<file path="config.mk">
export PLATFORM = sky130hd
export DESIGN_NAME = uart_rx_param
export DESIGN_NICKNAME = d
export VERILOG_FILES = /design/src/rtl/uart_rx_param.sv
export SDC_FILE = /design/constraint.sdc
export NUM_CORES = 1
export LEC_CHECK = 0
export CORE_ASPECT_RATIO = 0.5
export CORE_UTILIZATION = 40
export DETAILED_ROUTE_END_ITERATION = 10
export HOLD_SLACK_MARGIN = 0.08
export PLACE_DENSITY = 0.66
export SYNTH_ARGS = -nofsm -noshare
export SYNTH_HDL_FRONTEND = slang
export SYNTH_SLANG_ARGS = --single-unit
</file>
<file path="constraint.sdc">
create_clock -name sys_clk -period 1.91 [get_ports sys_clk]
set_input_delay 0.191 -clock sys_clk [delete_from_list [all_inputs] [get_ports sys_clk]]
set_output_delay 0.191 -clock sys_clk [all_outputs]
set_load 0.02 [all_outputs]
</file>
<file path="src/rtl/uart_rx_param.sv">
// UART receiver: oversampled majority-vote bits, optional parity,
// one or two stop bits, line-break detection and per-bit serial tap.
module uart_rx_param #(
    parameter int DATA_BITS  = 8,
    parameter int PARITY     = 0,
    parameter int STOP_BITS  = 1,
    parameter int OVERSAMPLE = 16
) (
    input  logic                 sys_clk,
    input  logic                 reset_n,
    input  logic                 sample_tick,
    input  logic                 rx_in,
    output logic [DATA_BITS-1:0] data_out,
    output logic                 data_valid,
    output logic                 parity_err,
    output logic                 frame_err,
    output logic                 break_det,
    output logic                 serial_out,
    output logic                 serial_valid
);
    localparam int CW = $clog2(OVERSAMPLE);
    localparam logic [CW-1:0] MID_LO    = CW'(OVERSAMPLE / 2 - 1);
    localparam logic [CW-1:0] MID       = CW'(OVERSAMPLE / 2);
    localparam logic [CW-1:0] MID_HI    = CW'(OVERSAMPLE / 2 + 1);
    localparam logic [CW-1:0] LAST_TICK = CW'(OVERSAMPLE - 1);
    localparam logic [3:0]    LAST_BIT  = 4'(DATA_BITS - 1);
    localparam logic          LAST_STOP = 1'(STOP_BITS - 1);

    typedef enum logic [2:0] {
        S_IDLE, S_START, S_DATA, S_PAR, S_STOP, S_WAIT_IDLE
    } state_t;

    state_t               state;
    logic                 sync1, sync2, rx_prev;
    logic [CW-1:0]        tick_cnt;
    logic [3:0]           bit_cnt;
    logic                 stop_cnt;
    logic [DATA_BITS-1:0] shreg;
    logic                 par_bit, perr_pend;
    logic                 v_a, v_b;
    logic                 fall, voted, resolve, in_frame;

    assign fall     = rx_prev & ~sync2;
    assign voted    = (v_a & v_b) | (v_a & sync2) | (v_b & sync2);
    assign resolve  = sample_tick && (tick_cnt == MID_HI);
    assign in_frame = (state == S_START) || (state == S_DATA) ||
                      (state == S_PAR) || (state == S_STOP);

    always_ff @(posedge sys_clk or negedge reset_n) begin
        if (!reset_n) begin
            sync1   <= 1'b1;
            sync2   <= 1'b1;
            rx_prev <= 1'b1;
        end else begin
            sync1   <= rx_in;
            sync2   <= sync1;
            rx_prev <= sync2;
        end
    end

    always_ff @(posedge sys_clk or negedge reset_n) begin
        if (!reset_n) begin
            state        <= S_IDLE;
            tick_cnt     <= '0;
            bit_cnt      <= '0;
            stop_cnt     <= 1'b0;
            shreg        <= '0;
            par_bit      <= 1'b0;
            perr_pend    <= 1'b0;
            v_a          <= 1'b0;
            v_b          <= 1'b0;
            data_out     <= '0;
            data_valid   <= 1'b0;
            parity_err   <= 1'b0;
            frame_err    <= 1'b0;
            break_det    <= 1'b0;
            serial_out   <= 1'b0;
            serial_valid <= 1'b0;
        end else begin
            data_valid   <= 1'b0;
            break_det    <= 1'b0;
            serial_valid <= 1'b0;
            // Bit clock free-runs across the frame; states advance mid-bit.
            if (in_frame && sample_tick) begin
                tick_cnt <= (tick_cnt == LAST_TICK) ? '0 : tick_cnt + 1'b1;
                if (tick_cnt == MID_LO) v_a <= sync2;
                if (tick_cnt == MID)    v_b <= sync2;
            end
            unique case (state)
                S_IDLE: begin
                    if (fall) begin
                        state     <= S_START;
                        tick_cnt  <= '0;
                        bit_cnt   <= '0;
                        perr_pend <= 1'b0;
                        par_bit   <= 1'b0;
                    end
                end
                S_START: begin
                    if (resolve) state <= voted ? S_IDLE : S_DATA;
                end
                S_DATA: begin
                    if (resolve) begin
                        shreg        <= {voted, shreg[DATA_BITS-1:1]};
                        serial_out   <= voted;
                        serial_valid <= 1'b1;
                        stop_cnt     <= 1'b0;
                        if (bit_cnt == LAST_BIT)
                            state <= (PARITY != 0) ? S_PAR : S_STOP;
                        else
                            bit_cnt <= bit_cnt + 1'b1;
                    end
                end
                S_PAR: begin
                    if (resolve) begin
                        par_bit   <= voted;
                        perr_pend <= (PARITY == 1) ? ~(^shreg ^ voted)
                                                   : (^shreg ^ voted);
                        state     <= S_STOP;
                    end
                end
                S_STOP: begin
                    if (resolve) begin
                        if (!voted || stop_cnt == LAST_STOP) begin
                            data_out   <= shreg;
                            data_valid <= 1'b1;
                            parity_err <= perr_pend;
                            frame_err  <= ~voted;
                            state      <= S_IDLE;
                            if (!voted && !stop_cnt && shreg == '0 &&
                                (PARITY == 0 || !par_bit)) begin
                                break_det <= 1'b1;
                                state     <= S_WAIT_IDLE;
                                tick_cnt  <= '0;
                            end
                        end else begin
                            stop_cnt <= 1'b1;
                        end
                    end
                end
                S_WAIT_IDLE: begin
                    if (!sync2) begin
                        tick_cnt <= '0;
                    end else if (sample_tick) begin
                        if (tick_cnt == LAST_TICK) begin
                            state    <= S_IDLE;
                            tick_cnt <= '0;
                        end else begin
                            tick_cnt <= tick_cnt + 1'b1;
                        end
                    end
                end
                default: state <= S_IDLE;
            endcase
        end
    end
endmodule

</file>
Word level (Yosys, flattened, before mapping)
Index checks and enable logic that the tools add are counted.
{"block": "word_totals", "in_bits": 4, "mem_bits_ro": 0, "elab_cells": 118, "memories": 0, "latch_bits": 0, "ramBits": 0, "register_bits": 40, "out_inout_bits": 14}
{"block": "op_classes", "mux": 42, "eq_ne": 22, "bitwise": 10, "order_cmp": 0, "shift": 0, "reduce_logical": 24, "n_mul": 0, "div_mod_pow": 0, "n_addsub": 2}
{"operator": "$mux 4", "n": 11}
{"operator": "$mux 3", "n": 11}
{"operator": "$ne 2x2->1 const B", "n": 10}
{"operator": "$pmux 3 s6", "n": 1}
{"operator": "$mux 1", "n": 14}
{"operator": "$eq 4x4->1 const B", "n": 3}
{"operator": "$pmux 4 s3", "n": 1}
{"operator": "$reduce_and 10->1", "n": 1}
{"operator": "$add 4x1->4 const B", "n": 2}
{"operator": "$eq 4x3->1 const B", "n": 2}
{"operator": "$logic_not 8->1", "n": 1}
{"operator": "$pmux 4 s2", "n": 1}
{"operator": "$reduce_and 4->1", "n": 2}
{"operator": "$reduce_xor 8->1", "n": 1}
{"operator": "$eq 3x2->1 const B", "n": 2}
{"operator": "$eq 3x3->1 const B", "n": 2}
{"operator": "$reduce_and 2->1", "n": 3}
{"operator": "$reduce_and 3->1", "n": 2}
{"operator": "$reduce_bool 2->1", "n": 3}
{"operator": "$and 1x1->1", "n": 4}
{"operator": "$logic_and 1x1->1", "n": 4}
{"operator": "$logic_or 1x1->1", "n": 4}
{"operator": "$ne 2x1->1 const B", "n": 2}
{"operator": "$pmux 1 s2", "n": 2}
{"operator": "7 further kinds", "n": 11}

Longest topological paths before layout
{"block": "depth", "ltp_word": 10, "ltp_mapped": 8, "ltp_nobuf": 7}

Worst setup path after synthesis
Ideal clock, no wire load.
{"block": "synth_timing", "path_kind": "reg2reg", "startpoint": "reg tick_cnt[1]", "endpoint": "reg tick_cnt[3]", "period_less_slack_ns": 1.917, "path_buffers": 0, "arrival_ns": 1.794, "required_ns": 1.786, "setup_time_ns": 0.124, "stages_incl_launch_ff": 8, "setup_slack_ns": -0.007, "cell_sequence": "dfrtp_1 > inv_1 > ha_1 > nand4b_4 > or4_4 > a41o_1 > a21boi_1 > o21ai_1"}
{"block": "synth_via", "elab_chain_cells": 7, "elab_cells_between_ends": 13, "classes_between": "1 x add/sub; 2 x eq/ne; 9 x mux; 1 x reduce/logical"}
{"item": "start: declaration", "line_no": "35", "text": "logic [CW-1:0] tick_cnt;"}
{"item": "start signal: assignment", "line_no": "85", "text": "tick_cnt <= (tick_cnt == LAST_TICK) ? '0 : tick_cnt + 1'b1;"}
{"item": "start signal: assignment", "line_no": "149", "text": "tick_cnt <= tick_cnt + 1'b1;"}
{"item": "$add 4x1->4 or $eq 4x4->1 (tied branches)", "line_no": "85, 149, 145"}
{"item": "$mux 4", "line_no": "85, 145"}
{"item": "$mux 4", "line_no": "84", "text": "if (in_frame && sample_tick) begin"}
{"item": "$mux 4", "line_no": "130", "text": "if (!voted && !stop_cnt && shreg == '0 &&"}
{"item": "$mux 4", "line_no": "124", "text": "if (!voted || stop_cnt == LAST_STOP) begin"}
{"item": "$mux 4", "line_no": "123", "text": "if (resolve) begin"}
{"item": "$pmux 4 s3 *", "line_no": "89", "text": "unique case (state)"}
Every way passes the cells marked *; elsewhere a longest branch is shown, timed or not.
A chain may end at the register's enable or synchronous reset.

Worst setup path in the final report
{"block": "layout_timing", "startpoint": "reg tick_cnt[1]", "endpoint": "reg data_out[4]"}
{"block": "layout_via", "elab_chain_cells": 3}
{"item": "$eq 4x4->1", "line_no": "45", "text": "assign resolve = sample_tick && (tick_cnt == MID_HI);"}
{"item": "$logic_and 1x1->1", "line_no": "45"}
{"item": "$reduce_and 3->1 (no source line)"}
{"item": "end signal: assignment", "line_no": "125", "text": "data_out <= shreg;"}
{"item": "end: declaration", "line_no": "13", "text": "output logic [DATA_BITS-1:0] data_out,"}
No other way between the ends.

==> run_results.csv <==
group,metric,value,unit
logic_synthesis,synth_warnings,0,
sta,timing.final.setup_violations,0,
grt,grt_antenna_before_repair,0,
route,wirelength,4230,µm
flow_run,drv_cap,0,
placed_design,port_buffers,17,
logic_synthesis,synth_cells,196,
layout,antenna_cells,0,
floorplanning,coreArea,4620,µm²
logic_synthesis,syn-num-nets,208,
placed_design,place.gp.congestion,0.911,
grt,grt_pass1_wl,7100,µm
grt,grt_usage,0.178,
grt,grt_max_degree,16,
route,wl_per_cell,14.0,µm
sta,report.final.hold_viol_count,0,
sta,fin_skew,0.00528,ns
sta,slew_headroom,0.761,
floorplanning,initial_core_util,0.437,
floorplanning,dieArea,5350,µm²
clock_tree,clk_pin_slew,0.08,ns
run_status,status,"complete, no violations",
critical_path,critPathMaxStageDelay,0.40,ns
power,vdd_ir_drop_max,0.000484,V
critical_path,worstPathCellList,"inv_2 -> ha_4 -> nand2_4 -> nor3_4 -> nand3_2 -> a21oi_4 -> clkbuf_16 -> mux2_2",
clock_tree,h-tree-depth,2,
sta,period_needed,1.88,ns
hold_path,holdCritPathClass,"input pin to flip-flop",
clock_tree,tritoncts,"built",
critical_path,crit_slowest_cell,"dfrtp_1",
layout,final_cell_count_no_fill,302,
logic_synthesis,synth_common_cells,"36 x dfrtp_1, 24 x o21ai_0, 18 x nand2_1",
floorplanning,die_h,52.2,µm
critical_path,start_kind,"flip-flop",
critical_path,endpoint_kind,"flip-flop",
logic_synthesis,yosys_register_bits,39,
grt,overflow,0,
logic_synthesis,synth_top_area_share,0.446,
layout,syn_to_final_growth,28.8,%
power,power.static_leakage,1.14,nW
route,routed_via_density,5.33,
critical_path,worstSetupPathType,"flip-flop to flip-flop",
critical_path,critPathRequiredTime,2.09,ns
layout,layout.nets,248,
critical_path,crit_family,"simple AND/OR/NAND/NOR gates",
layout,drive_gt1_frac,0.267,
sta,fmax,532,MHz
logic_synthesis,async_reset_ff_frac,1.00,
critical_path,critPathArrivalTime,2.06,ns
layout,finish.utilization,0.563,
clock_tree,cts_buffer_depth,2,
floorplanning,num_io_pins,18,
route,routed-via-count,1610,
clock_tree,cts_num_sinks,39,
critical_path,crit_fanout,5,
logic_synthesis,synth.area.top_cells,"dfrtp_1 45%, mux2_2 7.3%, o21ai_0 6.0%",
logic_synthesis,seq_area_frac_synth,0.485,
clock_tree,cts_made_buffers,5,
route,first_iter_violations,82,
floorplanning,rows,17,
logic_synthesis,netlist_area,2020,µm²
power,cellPowerDensity,1040,nW/µm²
sta,final_max_slew_viol_count,0,
logic_synthesis,yosysUniqueCellTypes,46,
placed_design,place_inst,292,
clock_tree,clock_latency,0.30,ns
logic_synthesis,yosysMostFrequentCell,"dfrtp_1",
clock_tree,clock-root-buffer,"clkbuf_8",
sta,rsz0062_at_grt,"yes",
route,drt_drc_violations_left,0,
placed_design,dp_hpwl,2980,µm
critical_path,cp_num_buf_inv,2,
sta,period_share,0.984,
sta,tightest_slew,0.358,ns
logic_synthesis,synthFlopType,"dfrtp_1",
route,ant_nets,0,
logic_synthesis,syn_area_per_cell,10.3,µm²
logic_synthesis,synth-edff-count,0,
logic_synthesis,yosysTopAreaCell,"dfrtp_1",
route,first_pass_iters,4,
floorplanning,die_w,102,µm
grt,grt_pass1_vias,1500,
layer usage:
| metal | up-vias | wire, µm | track usage |
|---|---|---|---|
| met3 | 5 | 241 | 0.0587 |
| met5 | - | 0 | 0 |
| li1 | 777 | - | - |
| met1 | 785 | 2070 | 0.242 |
| met4 | 0 | 29 | 0.0405 |
| met2 | 43 | 1890 | 0.274 |
registers in the layout, indices dropped and copies added, names as in the netlist, 3 cells and up:
register,count
state,3
shreg,7
bit_cnt,4
tick_cnt,4
data_out,8
where the power goes:
group | total, mW | internal, mW | switching [mW]
logic | 0.939 | 0.440 | 0.499
registers | 1.07 | 0.922 | 0.152
clock network | 0.679 | 0.382 | 0.297
per-stage QoR:
step / instance area, µm² / worst slack (ns) / setup TNS, ns / total power [mW] / hold slack, ns
floorplan: 2020 / 0.0460 / 0 / 1.63 / -0.105
global placement: 2380 / -0.0821 / -0.927 / 1.89 / 0.0966
detailed placement: 2380 / -0.108 / -1.18 / 1.91 / 0.102
CTS: 2510 / 0.0109 / 0 / 2.61 / 0.287
global route: 2600 / -0.0385 / -0.186 / 2.87 / 0.279
finish: 2600 / 0.0312 / 0 / 2.69 / 0.296
worst reg2reg max path: cells and delay by family, from the launching register on:
family	cells	cell delay, ns
muxes	1	0.32
adders and majority gates	1	0.15
and+or+nand+nor	3	0.43
DFF	1	0.40
buffers and inverters	2	0.27
AOI/OAI and AO/OA	1	0.21
kinds of logic (layout without fill, tap and decap cells):
family	count (synthesis)	after routing	synth area share
and+or+nand+nor	56	56	0.151
AOI/OAI and AO/OA	50	50	0.157
DFF	39	39	0.485
buffers and inverters	24	64	0.0558
muxes	14	14	0.0775
adders and majority gates	9	9	0.0564
xor gates and xnor gates	4	4	0.0174
final timing paths:
| path | from | to | slack [ns] | depth (start not counted) |
|---|---|---|---|---|
| max in group asynchronous | reset_n | sync1 | 1.02 | 3 |
| hold reg to reg | sync1 | sync2 | 0.36 | 0 |
| setup / recovery | tick_cnt[1] | data_out[4] | 0.03 | 8 |
| hold / removal | rx_in | sync1 | 0.30 | 1 |
| setup reg to reg | tick_cnt[1] | data_out[4] | 0.03 | 8 |
| min in group asynchronous | reset_n | perr_pend | 0.32 | 2 |
cells in the final DEF, fill, tap and decap left out, types with 7 or more instances in the layout:
master / n
clkdlybuf4s50_1: 16
nor2_1: 9
mux2_2: 12
o21ai_0: 23
dfrtp_1: 36
nand2_1: 16
inv_1: 16
nand3_1: 7
ha_1: 7
buf_4: 20
what timing repair did:
item | in CTS | in global routing
hold endpoints to repair | 11 | 0
setup buffers | 0 | 1
cloned | 0 | 1
endpoints found under the setup margin | 9 | 14
pin swaps | 0 | 4
hold buffers | 1 | 0
gates resized for setup | 2 | 13
layout make-up:
cell class / instances / area, µm²
Fill cell: 414 / 2020
Multi-Input combinational cell: 133 / 996
Sequential cell: 39 / 980
Timing Repair Buffer: 40 / 370
Tap cell: 66 / 82.6
Clock buffer: 5 / 68.8
Inverter: 17 / 63.8
Clock inverter: 2 / 37.5
Power figures use the tool's default switching activity.
